`src/rtl/arm_pkg.sv`:
```
// Shared definitions for the pipelined ARM core: condition codes, flag bit
// positions and the gated control bundle carried from Execute into Memory.
package arm_pkg;

    localparam logic [3:0] COND_EQ = 4'b0000;
    localparam logic [3:0] COND_NE = 4'b0001;
    localparam logic [3:0] COND_CS = 4'b0010;
    localparam logic [3:0] COND_CC = 4'b0011;
    localparam logic [3:0] COND_MI = 4'b0100;
    localparam logic [3:0] COND_PL = 4'b0101;
    localparam logic [3:0] COND_VS = 4'b0110;
    localparam logic [3:0] COND_VC = 4'b0111;
    localparam logic [3:0] COND_HI = 4'b1000;
    localparam logic [3:0] COND_LS = 4'b1001;
    localparam logic [3:0] COND_GE = 4'b1010;
    localparam logic [3:0] COND_LT = 4'b1011;
    localparam logic [3:0] COND_GT = 4'b1100;
    localparam logic [3:0] COND_LE = 4'b1101;
    localparam logic [3:0] COND_AL = 4'b1110;
    localparam logic [3:0] COND_NV = 4'b1111;

    localparam int FLAG_N = 3;
    localparam int FLAG_Z = 2;
    localparam int FLAG_C = 1;
    localparam int FLAG_V = 0;

    typedef struct packed {
        logic pc_src;
        logic reg_write;
        logic mem_write;
    } m_ctrl_t;

endpackage

```
`src/rtl/cond_eval.sv`:
```
// Purely combinational condition check: one 16:1 selection of flag terms
// indexed by the instruction condition field.
module cond_eval
    import arm_pkg::*;
(
    input  logic [3:0] CondE,
    input  logic [3:0] Flags,
    output logic       CondExE
);

    logic n;
    logic z;
    logic c;
    logic v;

    assign n = Flags[FLAG_N];
    assign z = Flags[FLAG_Z];
    assign c = Flags[FLAG_C];
    assign v = Flags[FLAG_V];

    always_comb begin
        CondExE = 1'b1;
        case (CondE)
            COND_EQ: CondExE = z;
            COND_NE: CondExE = ~z;
            COND_CS: CondExE = c;
            COND_CC: CondExE = ~c;
            COND_MI: CondExE = n;
            COND_PL: CondExE = ~n;
            COND_VS: CondExE = v;
            COND_VC: CondExE = ~v;
            COND_HI: CondExE = c & ~z;
            COND_LS: CondExE = ~c | z;
            COND_GE: CondExE = ~(n ^ v);
            COND_LT: CondExE = n ^ v;
            COND_GT: CondExE = ~z & ~(n ^ v);
            COND_LE: CondExE = z | (n ^ v);
            COND_AL: CondExE = 1'b1;
            COND_NV: CondExE = 1'b1;
            default: CondExE = 1'b1;
        endcase
    end

endmodule

```
`src/rtl/cond_unit.sv`:
```
// Execute-stage condition unit: architectural flag register, condition gating
// of the write/branch controls, and the E->M control pipeline register.
module cond_unit
    import arm_pkg::*;
#(
    parameter logic [3:0] FLAG_RESET = 4'b0000
) (
    input  logic       clk,
    input  logic       reset,
    input  logic       en,
    input  logic       flush,
    input  logic [3:0] CondE,
    input  logic [1:0] FlagWriteE,
    input  logic [3:0] ALUFlags,
    input  logic       PCSrcE,
    input  logic       RegWriteE,
    input  logic       MemWriteE,
    output logic       CondExE,
    output logic       PCSrcGE,
    output logic [3:0] Flags,
    output logic       PCSrcM,
    output logic       RegWriteM,
    output logic       MemWriteM
);

    logic       live;
    logic [3:0] flags_reg;
    logic [3:0] flags_next;
    m_ctrl_t    m_reg;
    m_ctrl_t    m_next;

    // Evaluated against the stored flags only; the ALU result of this same
    // instruction is never forwarded into its own condition.
    cond_eval u_cond_eval (
        .CondE   (CondE),
        .Flags   (flags_reg),
        .CondExE (CondExE)
    );

    assign live    = CondExE & ~flush;
    assign PCSrcGE = PCSrcE & CondExE;

    // FlagWriteE[1] owns {N,Z}, FlagWriteE[0] owns {C,V}.
    generate
        for (genvar gi = 0; gi < 2; gi++) begin : g_flag_half
            assign flags_next[2*gi +: 2] = (live & FlagWriteE[gi]) ? ALUFlags[2*gi +: 2]
                                                                  : flags_reg[2*gi +: 2];
        end
    endgenerate

    always_comb begin
        m_next           = '0;
        m_next.pc_src    = PCSrcE    & live;
        m_next.reg_write = RegWriteE & live;
        m_next.mem_write = MemWriteE & live;
    end

    always_ff @(posedge clk or posedge reset) begin
        if (reset) begin
            flags_reg <= FLAG_RESET;
            m_reg     <= '0;
        end else if (en) begin
            flags_reg <= flags_next;
            m_reg     <= m_next;
        end
    end

    assign Flags     = flags_reg;
    assign PCSrcM    = m_reg.pc_src;
    assign RegWriteM = m_reg.reg_write;
    assign MemWriteM = m_reg.mem_write;

endmodule
```
`config.mk`:
```
export PLATFORM = sky130hd
export DESIGN_NAME = cond_unit
export DESIGN_NICKNAME = d
export VERILOG_FILES = /design/src/rtl/arm_pkg.sv /design/src/rtl/cond_eval.sv /design/src/rtl/cond_unit.sv
export SDC_FILE = /design/constraint.sdc
export NUM_CORES = 1
export LEC_CHECK = 0
export CAP_MARGIN = 25
export CORE_AREA = 2 2 39 41
export CTS_BUF_LIST = sky130_fd_sc_hd__clkbuf_16
export CTS_CLUSTER_DIAMETER = 100
export CTS_CLUSTER_SIZE = 28
export DETAILED_ROUTE_END_ITERATION = 10
export DIE_AREA = 0 0 41 43
export PLACE_DENSITY_LB_ADDON = 0.08
export RECOVER_POWER = 50
export SLEW_MARGIN = 15
export SYNTH_ARGS = -nofsm -noshare
export SYNTH_HDL_FRONTEND = slang
export SYNTH_HIERARCHICAL = 1
export SYNTH_SLANG_ARGS = --single-unit
```
`constraint.sdc`:
```
create_clock -name clk -period 3.1 [get_ports clk]
set_input_delay 0.31 -clock clk [delete_from_list [all_inputs] [get_ports clk]]
set_output_delay 0.31 -clock clk [all_outputs]
set_load 0.005 [all_outputs]
```
==> run metrics, run 1 <==
P_sw=0.000180 W; maximum vdd ir drop=0.000511 V; Skew-Pair Late Insertion Delay=0.23 ns; number of diodes=0; Synth Warn #=6; CTS tree=yes; root buf cell=clkbuf_16; cts hold-fix bufs=0; f_max=0.354 GHz; status=finished, final reports clean; WL/cell=between 10 and 15 µm; Post-synth EDFFs=0; Synth-to-Final Area Change=64.0%; hpwl dp=~900 µm; commonest register cell after synthesis=dfrtp_1; Crit Path Class=input port to output pin; WL final=about 1200 µm; post-synthesis async set-or-reset flop share=100%; sequence of cells on the critical path=clkdlybuf4s50_1 > xor2_1 > or4_1 > nand2_1 > a22oi_1 > o21ai_1 > and2_1 > clkdlybuf4s50_1; die area=1760 µm²; Final Hold Fails=0; arrival time at the worst endpoint=between 2 and 3 ns; die width=just over 40 µm; Initial DRC Count=8; core area=1380 µm²; clock sink total=7; metal3 WL=roughly 60 µm; sequential-to-total area share from yosys stat=approximately a third; Logic pwr share=a little under two fifths; Worst Hold Class=input port to async pin; Period Utilization, post-route=91.0%; Worst-path clk slew=around 0.040 ns; post-CTS sizing=0; largest net degree at the start of global routing=11; Flop pwr share=27.1%; Total GRT Usage=16.4%; Fill cells=roughly 130; Top Metal Used=met4; Total Nets Final=99; RePlAce Congestion=0.651; initial antenna violation count=0; Slew @ Worst Pin=approximately 0.32 ns; Hold WS=0.461 ns; switch share=29.0%; total CTS buffers=3; max_cap viols=0; post-route setup slack=0.278 ns; crit-path max FO=6; syn nets=72; Final setup viols=0; count leader, synth=dfrtp_1; Required @ worst endpoint=2.79 ns; P per Cell Area=751 nW/µm²; RSZ-0062 raised after global routing=no; Max-slew headroom=78.5%; # IOs=26; crit path from=CondE[0]; first-pass iteration count of the detailed router=4; Max Slew Vio Count=0; area share of fa/ha/maj cells after synthesis=0%; Post-Synth XOR/XNOR Area=6.95%; Worst Path Buf+Inv=2; crit end category=output pin; Simple-Gate Fraction of Synth Area=around 23%; commonest cells in the synthesized netlist=dfrtp_1 (7), nand2_1 (5), inv_1 (4), mux2_1 (4), o22ai_1 (4); largest family of logic cells by synthesized area=simple AND/OR/NAND/NOR gates; CP most frequent cell=clkdlybuf4s50_1; postcts setup bufs=0; Starting Density=36.4%; startpoint types=input port; FF-to-FF Start=Flags[0]; Critical-path top delay cell=clkdlybuf4s50_1; dpl ws=0.304 ns; Crit path largest cell delay=0.54 ns; Int Pwr=0.000441 W; Area contributors post-synth=dfrtp_1 (35%), mux2_1 (8.9%), xnor2_1 (5.2%); distinct cell type count of the synthesized netlist=26; vias in the first global route=477; synthesized instance count=55; Post-Syn Area=between 500 and 600 µm²; Die H=approximately 43 µm; Port Buf Inserts=25; clk buf depth=2; Synth Register Bits=7; Yosys top cell area share=between 30% and 40%; biggest area consumer among synthesized cells=dfrtp_1; wl on met1=547 µm; Synth Area in Compound Gates=17.9%; final setup skew=0.000422 ns; Clock Power Share=35.0%; DRC=0; H-tree levels=1; setup_tns=0 ns; first-pass GRT wire length=1930 µm; total gr overflow=0; total number of vias=482; Leakage=0.356 nW; Avg Inst Size Synth=9.17 µm²; post-route ant nets=0; CP top delay family=buffers and inverters; Via-to-Cell Ratio=4.97; met2 wire len=564 µm; Site Rows=14; mux share of post-synthesis cell area=a little under 9%; total power=0.000621 W; Final min period=2.82 ns; share of layout cells above drive strength 1=7.41%
## stage by stage
step                instances  area, µm²  utilization (%)
floorplan                  55        504                -
global placement           93        748             54.1
detailed placement         93        748             54.1
CTS                        97        827             59.8
global route               97        827             59.8
finish                     97        827             59.8
## layer usage
layer  vias to the layer above  GRT usage [%]
met3                         2           3.14
met5                         -              0
met1                       219           20.2
met2                        16           25.9
li1                        245              -
met4                         0           8.00
## sequential cells by signal, summed over array words and instances, names as in the netlist
register / cells
Flags: 4
MemWriteM: 1
RegWriteM: 1
PCSrcM: 1
## area by class of cell
class                   instances  area [µm²]  area share [%]
multi-input cells              40         284            34.3
flip-flops and latches          7         175            21.2
repair buffers                 25         250            30.3
well taps                      16        20.0            2.42
inverters                       5        18.8            2.27
clock buffers                   3        75.1            9.08
clock inverters                 1        3.75           0.454
## power groups by stage
stage | Clock, W | Combinational [W] | Sequential [W]
floorplan | 0 | 0.000121 | 0.000163
global placement | 0 | 0.000237 | 0.000172
detailed placement | 0 | 0.000239 | 0.000172
CTS | 0.000220 | 0.000242 | 0.000172
global route | 0.000226 | 0.000255 | 0.000177
finish | 0.000218 | 0.000235 | 0.000168
## worst paths after layout
kind,slack (ns),endpoint,cells past startpoint
max,0.28,PCSrcGE,8
min in group clk,0.52,PCSrcM,2
max in group asynchronous,2.42,Flags[2],2
max reg2reg,1.09,Flags[2],7
min,0.46,MemWriteM,2
min reg2reg,0.52,PCSrcM,2
## cell usage in the layout, fill, tap and decap left out, types with 2 or more instances in the layout
master / count
nand4b_1: 2
a21oi_1: 3
clkdlybuf4s50_1: 20
dlygate4sd3_1: 5
nand2b_1: 2
and3b_1: 2
inv_1: 5
clkbuf_16: 3
nand2_1: 5
dfrtp_1: 7
mux2_1: 4
o22ai_1: 4
nor2b_1: 2
nor2_1: 2
xnor2_1: 3
## logic make-up (layout without fill, tap and decap cells)
family,count (synthesis),count (layout)
XOR/XNOR,4,4
AO/OA/AOI/OAI,13,13
AND/OR/NAND/NOR,19,19
buffers and inverters,8,34
multiplexers,4,4
flip-flops,7,7
Note: power is estimated with default switching activity, not from simulation.
==> inputs of run 2 (changes only) <==
--- a/config.mk
+++ b/config.mk
@@ -8,12 +8,13 @@
 export CAP_MARGIN = 25
 export CORE_AREA = 2 2 39 41
 export CTS_BUF_LIST = sky130_fd_sc_hd__clkbuf_16
-export CTS_CLUSTER_DIAMETER = 100
+export CTS_CLUSTER_DIAMETER = 150
 export CTS_CLUSTER_SIZE = 28
 export DETAILED_ROUTE_END_ITERATION = 10
 export DIE_AREA = 0 0 41 43
 export PLACE_DENSITY_LB_ADDON = 0.08
 export RECOVER_POWER = 50
+export REMOVE_ABC_BUFFERS = 1
 export SLEW_MARGIN = 15
 export SYNTH_ARGS = -nofsm -noshare
 export SYNTH_HDL_FRONTEND = slang
==> run 2 against run 1 <==
Clock-buffer cell count stayed put. Hold slack worse by 0.022 ns. Via count is 3.1% higher. Cell area is 0.15% higher. Critical path type unchanged. Critical endpoint unchanged.
==> run metrics, run 2 (synthesized netlist as in run 1, its figures left out) <==
die area=1760 µm²; maximum vdd ir drop=roughly 0.00047 V; clk buf depth=2; first-pass GRT wire length=1920 µm; initial antenna violation count=0; Slew @ Worst Pin=0.346 ns; Crit Path Class=input port to output pin; commonest non-fill, non-tap cell in the layout=clkdlybuf4s50_1; crit-path max FO=6; Flop pwr share=27.1%; Worst-path clk slew=around 0.04 ns; CP most frequent cell=clkdlybuf4s50_1; post-route ant nets=0; setup_tns=0 ns; CTS tree=yes; Total Nets Final=about 100; core area=1380 µm²; highest-count cells in the layout ignoring fill and taps=clkdlybuf4s50_1 (20), dfrtp_1 (7), nand2_1 (5), dlygate4sd3_1 (5); Fill cells=123; Int Pwr=0.000443 W; sequence of cells on the critical path=clkdlybuf4s50_1 > xor2_1 > or4_1 > nand2_1 > a22oi_1 > o21ai_1 > and2_1 > clkdlybuf4s50_1; P_sw=0.000184 W; Worst Path Buf+Inv=2; DRC=0; Starting Density=36.4%; Die H=43 µm; vias in the first global route=448; Critical-path top delay cell=clkdlybuf4s50_1; arrival time at the worst endpoint=2.54 ns; Skew-Pair Late Insertion Delay=approximately 0.23 ns; total CTS buffers=3; Max-slew headroom=76.8%; crit end category=output pin; Initial DRC Count=7; first-pass iteration count of the detailed router=4; RePlAce Congestion=around 0.68; max_cap viols=0; P per Cell Area=756 nW/µm²; FF-to-FF Start=Flags[0]; Final setup viols=0; postcts setup bufs=0; Leakage=roughly 0.35 nW; WL/cell=roughly 13 µm; total gr overflow=0; Required @ worst endpoint=about 2.8 ns; root buf cell=clkbuf_16; Placed Instance Area=748 µm²; Period Utilization, post-route=approximately nine tenths; H-tree levels=1; Max Slew Vio Count=0; Clock Power Share=35.1%; # IOs=26; largest net degree at the start of global routing=11; Crit path largest cell delay=0.54 ns; Worst Hold Class=input port to async pin; CP top delay family=buffers and inverters; Site Rows=14; Total GRT Usage=16.6%; crit path from=CondE[0]; status=finished, final reports clean; Via-to-Cell Ratio=5.12; startpoint types=input port; Final min period=2.85 ns; max reg flops=4; final instance area=between 800 and 900 µm²; post-CTS sizing=0; clock sink total=7; die width=between 40 and 50 µm; cts hold-fix bufs=0; number of diodes=0; Logic pwr share=37.8%; hpwl dp=967 µm; switch share=29.3%; Synth-to-Final Area Change=64.3%; share of layout cells above drive strength 1=8.64%; Port Buf Inserts=25; final setup skew=between 0.0009 and 0.001 ns; RSZ-0062 raised after global routing=no; total number of vias=roughly 500; WL final=1260 µm; Final Hold Fails=0; f_max=0.351 GHz
-- run 2: cell types whose count changed in the layout (fill, tap and decap cells not counted) --
| cell | before | now |
|---|---|---|
| clkinv_2 | 0 | 1 |
| inv_1 | 5 | 4 |
-- run 2: worst register-to-register path, delay by kind of cell, from the launching register on --
family | cells | cell delay, ns
AND/OR/NAND/NOR | 3 | 0.73
flip-flops | 1 | 0.42
multiplexers | 1 | 0.35
AO/OA/AOI/OAI | 2 | 0.27
XOR/XNOR | 1 | 0.17
-- run 2: area by class of cell --
class                      instances  area [µm²]  area share [%]
multi-input combinational         40         284            34.3
timing repair buffer              25         250            30.2
sequential                         7         175            21.1
clock buffer                       3        75.1            9.06
tap                               16        20.0            2.42
inverter                           5        18.8            2.27
clock inverter                     1        5.00           0.604
-- run 2: worst paths after layout --
path / endpoint / slack [ns] / cells past startpoint
max: PCSrcGE / 0.25 / 8
min: RegWriteM / 0.44 / 2
max reg2reg: Flags[3] / 1.04 / 7
min reg2reg: RegWriteM / 0.53 / 2
max in group asynchronous: Flags[2] / 2.46 / 2
min in group clk: RegWriteM / 0.53 / 2
-- run 2: layer usage --
layer | wire [µm] | GRT usage, %
met4 | 16 | 6.00
met3 | 85 | 4.71
met5 | 0 | 0
met2 | 649 | 27.2
met1 | 508 | 19.4
-- run 2: stage by stage --
stage / power [W] / instances / utilization, % / hold WS (ns) / setup slack, ns
detailed placement: 0.000414 / 93 / 54.1 / 0.531 / 0.296
CTS: 0.000640 / 97 / 59.9 / 0.310 / 0.286
finish: 0.000626 / 97 / 59.9 / 0.439 / 0.254
global route: 0.000669 / 97 / 59.9 / 0.505 / 0.179
floorplan: 0.000279 / 52 / - / 0.113 / 1.23
global placement: 0.000413 / 93 / 54.1 / 0.518 / 0.345
-- run 2: power by group through the flow --
stage                     clock network (W)  logic [W]  registers, W
after floorplan                           0   0.000116      0.000163
after global placement                    0   0.000241      0.000172
after detailed placement                  0   0.000242      0.000172
after CTS                          0.000226   0.000243      0.000171
after global routing               0.000232   0.000259      0.000177
final                              0.000220   0.000237      0.000170
